==> src/rtl/frag_depth_writer.sv <==
// Fragment sink: bounds check, depth test against a fixed-latency depth buffer,
// and RGBA8888 pixel write with optional depth write-back.
package celery_pkg;
   typedef logic signed [31:0] fp32_t;
   typedef struct packed {
      logic signed [15:0] x;
      logic signed [15:0] y;
      fp32_t              z;
      fp32_t              r;
      fp32_t              g;
      fp32_t              b;
      fp32_t              a;
      fp32_t              u;
      fp32_t              v;
   } frag_t;
endpackage

module frag_depth_writer
   import celery_pkg::*;
#(
   parameter int FB_WIDTH  = 640,
   parameter int FB_HEIGHT = 480,
   parameter int ADDR_W    = 19,
   parameter int RD_LAT    = 2,
   parameter int FRAC_BITS = 16
) (
   input  logic              clk,
   input  logic              rst_n,
   input  frag_t             frag_in,
   input  logic              frag_valid,
   output logic              frag_ready,
   input  logic              depth_test_en,
   input  logic [1:0]        depth_func,
   input  logic              depth_write_en,
   output logic              z_rd_en,
   output logic [ADDR_W-1:0] z_rd_addr,
   input  logic [31:0]       z_rd_data,
   output logic              z_wr_en,
   output logic [ADDR_W-1:0] z_wr_addr,
   output logic [31:0]       z_wr_data,
   output logic              px_wr_en,
   output logic [ADDR_W-1:0] px_wr_addr,
   output logic [31:0]       px_wr_data,
   input  logic              px_wr_ready,
   output logic [31:0]       frags_passed,
   output logic [31:0]       frags_killed,
   output logic              busy
);

   localparam int WCW = (RD_LAT > 2) ? $clog2(RD_LAT - 1) : 1;

   typedef enum logic [2:0] {
      S_IDLE  = 3'd0,
      S_READ  = 3'd1,
      S_WAIT  = 3'd2,
      S_TEST  = 3'd3,
      S_WRITE = 3'd4
   } state_e;

   function automatic logic [7:0] to_unorm8(input logic signed [31:0] c);
      logic [39:0] prod;
      prod = 40'({1'b0, c[30:0]}) * 40'd255;
      if (c <= 32'sd0)
         return 8'd0;
      else if (c >= (32'sd1 <<< FRAC_BITS))
         return 8'd255;
      else
         return 8'(prod >> FRAC_BITS);
   endfunction

   function automatic logic depth_pass(input logic [1:0] func,
                                       input logic signed [31:0] z,
                                       input logic signed [31:0] zb);
      case (func)
         2'b00:   return 1'b0;
         2'b01:   return z < zb;
         2'b10:   return z <= zb;
         2'b11:   return 1'b1;
         default: return 1'b0;
      endcase
   endfunction

   state_e            state_q, state_d;
   logic [ADDR_W-1:0] addr_q, addr_d;
   logic [31:0]       z_q, z_d;
   logic [31:0]       px_data_q, px_data_d;
   logic              dte_q, dte_d;
   logic [1:0]        dfunc_q, dfunc_d;
   logic              dwe_q, dwe_d;
   logic [WCW-1:0]    wait_q, wait_d;
   logic [31:0]       passed_q, passed_d;
   logic [31:0]       killed_q, killed_d;
   logic              frag_ready_q, busy_q, z_rd_en_q, px_wr_en_q;

   logic signed [31:0] x_s, y_s, addr_full_s;
   logic               oob_s;
   logic               unused_s;

   assign x_s         = 32'(frag_in.x);
   assign y_s         = 32'(frag_in.y);
   assign oob_s       = (x_s < 32'sd0) || (y_s < 32'sd0) || (x_s >= FB_WIDTH) || (y_s >= FB_HEIGHT);
   assign addr_full_s = y_s * FB_WIDTH + x_s;
   assign unused_s    = ^{frag_in.u, frag_in.v, addr_full_s[31:ADDR_W]};

   // Next-state and datapath capture
   always_comb begin
      state_d   = state_q;
      addr_d    = addr_q;
      z_d       = z_q;
      px_data_d = px_data_q;
      dte_d     = dte_q;
      dfunc_d   = dfunc_q;
      dwe_d     = dwe_q;
      wait_d    = wait_q;
      passed_d  = passed_q;
      killed_d  = killed_q;
      case (state_q)
         S_IDLE: begin
            if (frag_valid && frag_ready_q) begin
               addr_d    = addr_full_s[ADDR_W-1:0];
               z_d       = frag_in.z;
               px_data_d = {to_unorm8(frag_in.r), to_unorm8(frag_in.g),
                            to_unorm8(frag_in.b), to_unorm8(frag_in.a)};
               dte_d     = depth_test_en;
               dfunc_d   = depth_func;
               dwe_d     = depth_write_en;
               if (oob_s)
                  killed_d = killed_q + 32'd1;
               else if (depth_test_en)
                  state_d = S_READ;
               else
                  state_d = S_WRITE;
            end else begin
               state_d = S_IDLE;
            end
         end
         S_READ: begin
            wait_d = '0;
            if (RD_LAT == 1)
               state_d = S_TEST;
            else
               state_d = S_WAIT;
         end
         S_WAIT: begin
            if (wait_q == WCW'(RD_LAT - 2))
               state_d = S_TEST;
            else
               wait_d = wait_q + 1'b1;
         end
         S_TEST: begin
            if (depth_pass(dfunc_q, z_q, z_rd_data)) begin
               state_d = S_WRITE;
            end else begin
               killed_d = killed_q + 32'd1;
               state_d  = S_IDLE;
            end
         end
         S_WRITE: begin
            if (px_wr_ready) begin
               passed_d = passed_q + 32'd1;
               state_d  = S_IDLE;
            end else begin
               state_d = S_WRITE;
            end
         end
         default: state_d = S_IDLE;
      endcase
   end

   // State, datapath and strobe registers; strobes follow the next state
   always_ff @(posedge clk or negedge rst_n) begin
      if (!rst_n) begin
         state_q      <= S_IDLE;
         addr_q       <= '0;
         z_q          <= 32'd0;
         px_data_q    <= 32'd0;
         dte_q        <= 1'b0;
         dfunc_q      <= 2'b00;
         dwe_q        <= 1'b0;
         wait_q       <= '0;
         passed_q     <= 32'd0;
         killed_q     <= 32'd0;
         frag_ready_q <= 1'b1;
         busy_q       <= 1'b0;
         z_rd_en_q    <= 1'b0;
         px_wr_en_q   <= 1'b0;
      end else begin
         state_q      <= state_d;
         addr_q       <= addr_d;
         z_q          <= z_d;
         px_data_q    <= px_data_d;
         dte_q        <= dte_d;
         dfunc_q      <= dfunc_d;
         dwe_q        <= dwe_d;
         wait_q       <= wait_d;
         passed_q     <= passed_d;
         killed_q     <= killed_d;
         frag_ready_q <= (state_d == S_IDLE);
         busy_q       <= (state_d != S_IDLE);
         z_rd_en_q    <= (state_d == S_READ);
         px_wr_en_q   <= (state_d == S_WRITE);
      end
   end

   // Depth write must coincide with the accepted pixel write, so it follows px_wr_ready directly
   assign z_wr_en      = px_wr_en_q && px_wr_ready && dwe_q;
   assign frag_ready   = frag_ready_q;
   assign busy         = busy_q;
   assign z_rd_en      = z_rd_en_q;
   assign z_rd_addr    = addr_q;
   assign z_wr_addr    = addr_q;
   assign z_wr_data    = z_q;
   assign px_wr_en     = px_wr_en_q;
   assign px_wr_addr   = addr_q;
   assign px_wr_data   = px_data_q;
   assign frags_passed = passed_q;
   assign frags_killed = killed_q;

endmodule
==> config.mk <==
export PLATFORM = sky130hd
export DESIGN_NAME = frag_depth_writer
export DESIGN_NICKNAME = d
export VERILOG_FILES = /design/src/rtl/frag_depth_writer.sv
export SDC_FILE = /design/constraint.sdc
export NUM_CORES = 1
export LEC_CHECK = 0
export CAP_MARGIN = 25
export CORE_MARGIN = 1
export CORE_UTILIZATION = 50
export CTS_BUF_LIST = sky130_fd_sc_hd__clkbuf_4 sky130_fd_sc_hd__clkbuf_8 sky130_fd_sc_hd__clkbuf_16
export CTS_CLUSTER_DIAMETER = 80
export CTS_CLUSTER_SIZE = 14
export DETAILED_ROUTE_END_ITERATION = 7
export DONT_BUFFER_PORTS = 1
export PLACE_DENSITY = 0.68
export SYNTH_ARGS = -nofsm -noshare
export SYNTH_HDL_FRONTEND = slang
export SYNTH_SLANG_ARGS = --single-unit
==> constraint.sdc <==
create_clock -name clk -period 2.35 [get_ports clk]
set_input_delay 0.705 -clock clk [delete_from_list [all_inputs] [get_ports clk]]
set_output_delay 0.705 -clock clk [all_outputs]
set_load 0.02 [all_outputs]
==> run metrics <==
register area share after synthesis 18.0%; clock network power share 8.0%; root cell of the clock tree clkbuf_16; largest net degree at the start of global routing around 160; Crit path required time about 2700 ps; maximum vdd drop about 840 uV; PortBufs 0; antenna cells 0; Final nets 3447; GRT met3 Usage 8.13%; final std cells w/o fill 3165; GRT Total Usage 26.3%; Congestion Overflow GR 0; DR WL/cell 17.8 um; post-layout min period 4470 ps; Switch Pwr 0.0177 W; Setup-failing EPs final 71; LEAKAGE about 14 nW; YS warnings 0; Initial Util between 50% and 60%; CP max FO 4; Synth top area share about a third; final wirelength around 56000 um; critical path arrival 4820 ps; Die Span Y around 210 um; Netlist cell types 66; failing checks negative hold slack, negative setup slack; cell count after synthesis approximately 2200; GRT busiest layer met2; Final Max Slew Viols 0; crit end category flip-flop; status complete, but fails checks; internal power 0.0194 W; Most used DFF post-synth dfrtp_1; post-route setup slack -2120 ps; Final Hold Fails approximately 160; Worst-path clk slew 70 ps; CTS Sinks about 160; DP Wirelength 47400 um; syn avg cell area 9.81 sq um; Setup crit start kind input pin; drc violations 0; Tightest Pin Transition between 700 and 800 ps; Die Area 44500 sq um; H-tree level count 4; First-pass DRT Iterations 5; Synth area leader fa_1; Worst path max stage delay 580 ps; Area Growth Syn to Fin 25.8%; number of buffers and inverters on the critical path 6; Cell Pwr Density 1350 nW/um^2; maximum clock rate around 220 MHz; Clock Path Buffers 2; R2R Setup Slk -380 ps; DR vias 16000; grt met2 use 46.5%; CP cell instances clkinvlp_4, buf_4, fa_2, inv_1, fa_2, fa_1, inv_1, fa_1, inv_1, ha_1, o221ai_2, a21oi_2, o2111ai_2, buf_4, a211oi_2, o21a_1, mux2i_1, nor2_1; Crit-path slowest cell fa_2; Max Cap Viol 0; die width 211 um; vias in the first global route 17700; Final Core Density ~64%; Comb power frac 77.4%; drt via density just over 5; Net Sw Frac 47.7%; core area ~43000 sq um; initial drt markers 695; #FFs+latches synth 157; Synth async-reset ratio 100%; top cells by count, synth inv_1 (664), fa_1 (366), ha_1 (218), dfrtp_1 (156), xnor2_1 (119); post-placement cell count 3080; GPL Wtd Cong 0.899; top-count cell post-synth inv_1; EDFF count, synth 0; worst hold-check path type input pin to async pin; sequential power share approximately 14%; Post-Syn Nets about 3100; FF-to-FF Start z_wr_data[29]$_DFFE_PN0P_; initial antenna violation count 0; critical path's top delay family adder cells; share of layout cells above drive strength 1 29.7%; fin crit share 190%; grt met1 use 29.3%; Final ANT Viol Nets 0; CTS tree yes; clk_skew 13.2 ps; # rows 76; Post-Synthesis Cell Area roughly 22000 sq um; critical path's most frequent cell inv_1; I/O Pins roughly 490; hold slack -76.4 ps; slew margin rel. around 50%; Reg2Reg Depth 10; worst skew pair latency around 480 ps; top post-synthesis cells by area fa_1 (34%), dfrtp_1 (18%), ha_1 (12%); TritonCTS buffer count 17; Filler Cell Count 3386; RSZ-0062 raised after global routing true; Setup CP Type input pin to flip-flop; first-pass GRT wire length roughly 90000 um; Reg2Reg Capture Point frags_killed[1]$_DFFE_PN0P_
-- cells in the final DEF (no fill, tap or decap), drive strengths merged, types with 7 or more instances in the layout --
cell type	Yosys	routed
inv	664	657
buf	46	379
fa	366	366
ha	218	218
dfrtp	156	156
xnor2	119	119
nand2	102	102
o21ai	73	73
nor2	67	67
a21oi	50	50
mux2	46	46
nand4	44	44
nor3	30	30
nand3	29	29
xor2	27	27
and3	22	23
a21o	22	22
clkbuf	12	17
clkinvlp	0	14
a211oi	12	12
or3	10	10
o21a	8	8
nor4	8	8
and2	7	7
clkinv	0	7
-- area by class of cell --
class | count | area (sq um) | share of cell area (%)
clock buffer | 17 | 425 | 1.55
clock inverter | 15 | 195 | 0.710
inverter | 664 | 2560 | 9.33
multi-input combinational | 1348 | 16700 | 60.6
sequential | 157 | 3930 | 14.3
tap | 585 | 732 | 2.66
timing repair buffer | 379 | 2980 | 10.8
-- repair_timing --
action / in CTS / in global routing
hold endpoints to repair: 156 / 156
gates resized for setup: 162 / 125
gates cloned: 1 / 0
buffers inserted: 40 / 25
endpoints found under the setup margin: 74 / 75
pin swaps: 208 / 137
-- flip-flops by register name (all words and copies together), names as in the netlist --
signal,count
busy,1
dfunc_q,2
dwe_q,1
frag_ready,1
frags_killed,32
frags_passed,32
px_wr_addr,19
px_wr_data,32
px_wr_en,1
state_q,3
z_rd_en,1
z_wr_data,32
-- stage by stage --
stage | worst slack, ps | power, W | TNS [ps] | hold slack [ps] | instance area (sq um)
CTS | -2100 | 0.0350 | -72750 | -115 | 26800
global placement | -2690 | 0.0282 | -108480 | 412 | 25200
floorplan | -2510 | 0.0214 | -82890 | 409 | 22400
finish | -2120 | 0.0370 | -75290 | -76.4 | 27500
detailed placement | -2750 | 0.0291 | -113200 | 413 | 25200
global route | -2290 | 0.0406 | -83700 | -116 | 27500
-- cell families after synthesis --
logic type      Yosys count  synth area share [%]
fa+ha+maj               584                  46.0
simple gates            354                  8.25
compound gates          214                  6.14
buf+inv                 722                  13.2
flops                   157                  18.0
mux                      49                  2.51
xor+xnor                146                  5.86
-- layer usage --
| layer | vias up | wire, um |
|---|---|---|
| met4 | 0 | 2030 |
| li1 | 7461 | - |
| met2 | 435 | 29000 |
| met1 | 8045 | 21000 |
| met5 | - | 0 |
| met3 | 88 | 4260 |
-- worst max-delay path by stage --
stage                            start                    endpoint  slack [ps]  depth (start not counted)
after floorplan            frag_in[69]   px_wr_data[6]$_DFFE_PN0P_       -2510                         17
after detailed placement   frag_in[68]   px_wr_data[3]$_DFFE_PN0P_       -2750                         18
after CTS                 frag_in[164]  px_wr_data[29]$_DFFE_PN0P_       -2100                         17
after global placement     frag_in[69]   px_wr_data[6]$_DFFE_PN0P_       -2690                         17
after global routing      frag_in[165]  px_wr_data[31]$_DFFE_PN0P_       -2290                         19
final                     frag_in[165]  px_wr_data[31]$_DFFE_PN0P_       -2120                         18
-- power by group through the flow --
stage | sequential (W) | combinational, W | clock, W
finish | 0.00538 | 0.0287 | 0.00298
global route | 0.00549 | 0.0319 | 0.00317
CTS | 0.00537 | 0.0265 | 0.00305
detailed placement | 0.00541 | 0.0237 | 0
global placement | 0.00539 | 0.0228 | 0
floorplan | 0.00520 | 0.0162 | 0
No activity file was read; power rests on OpenSTA's default activity.
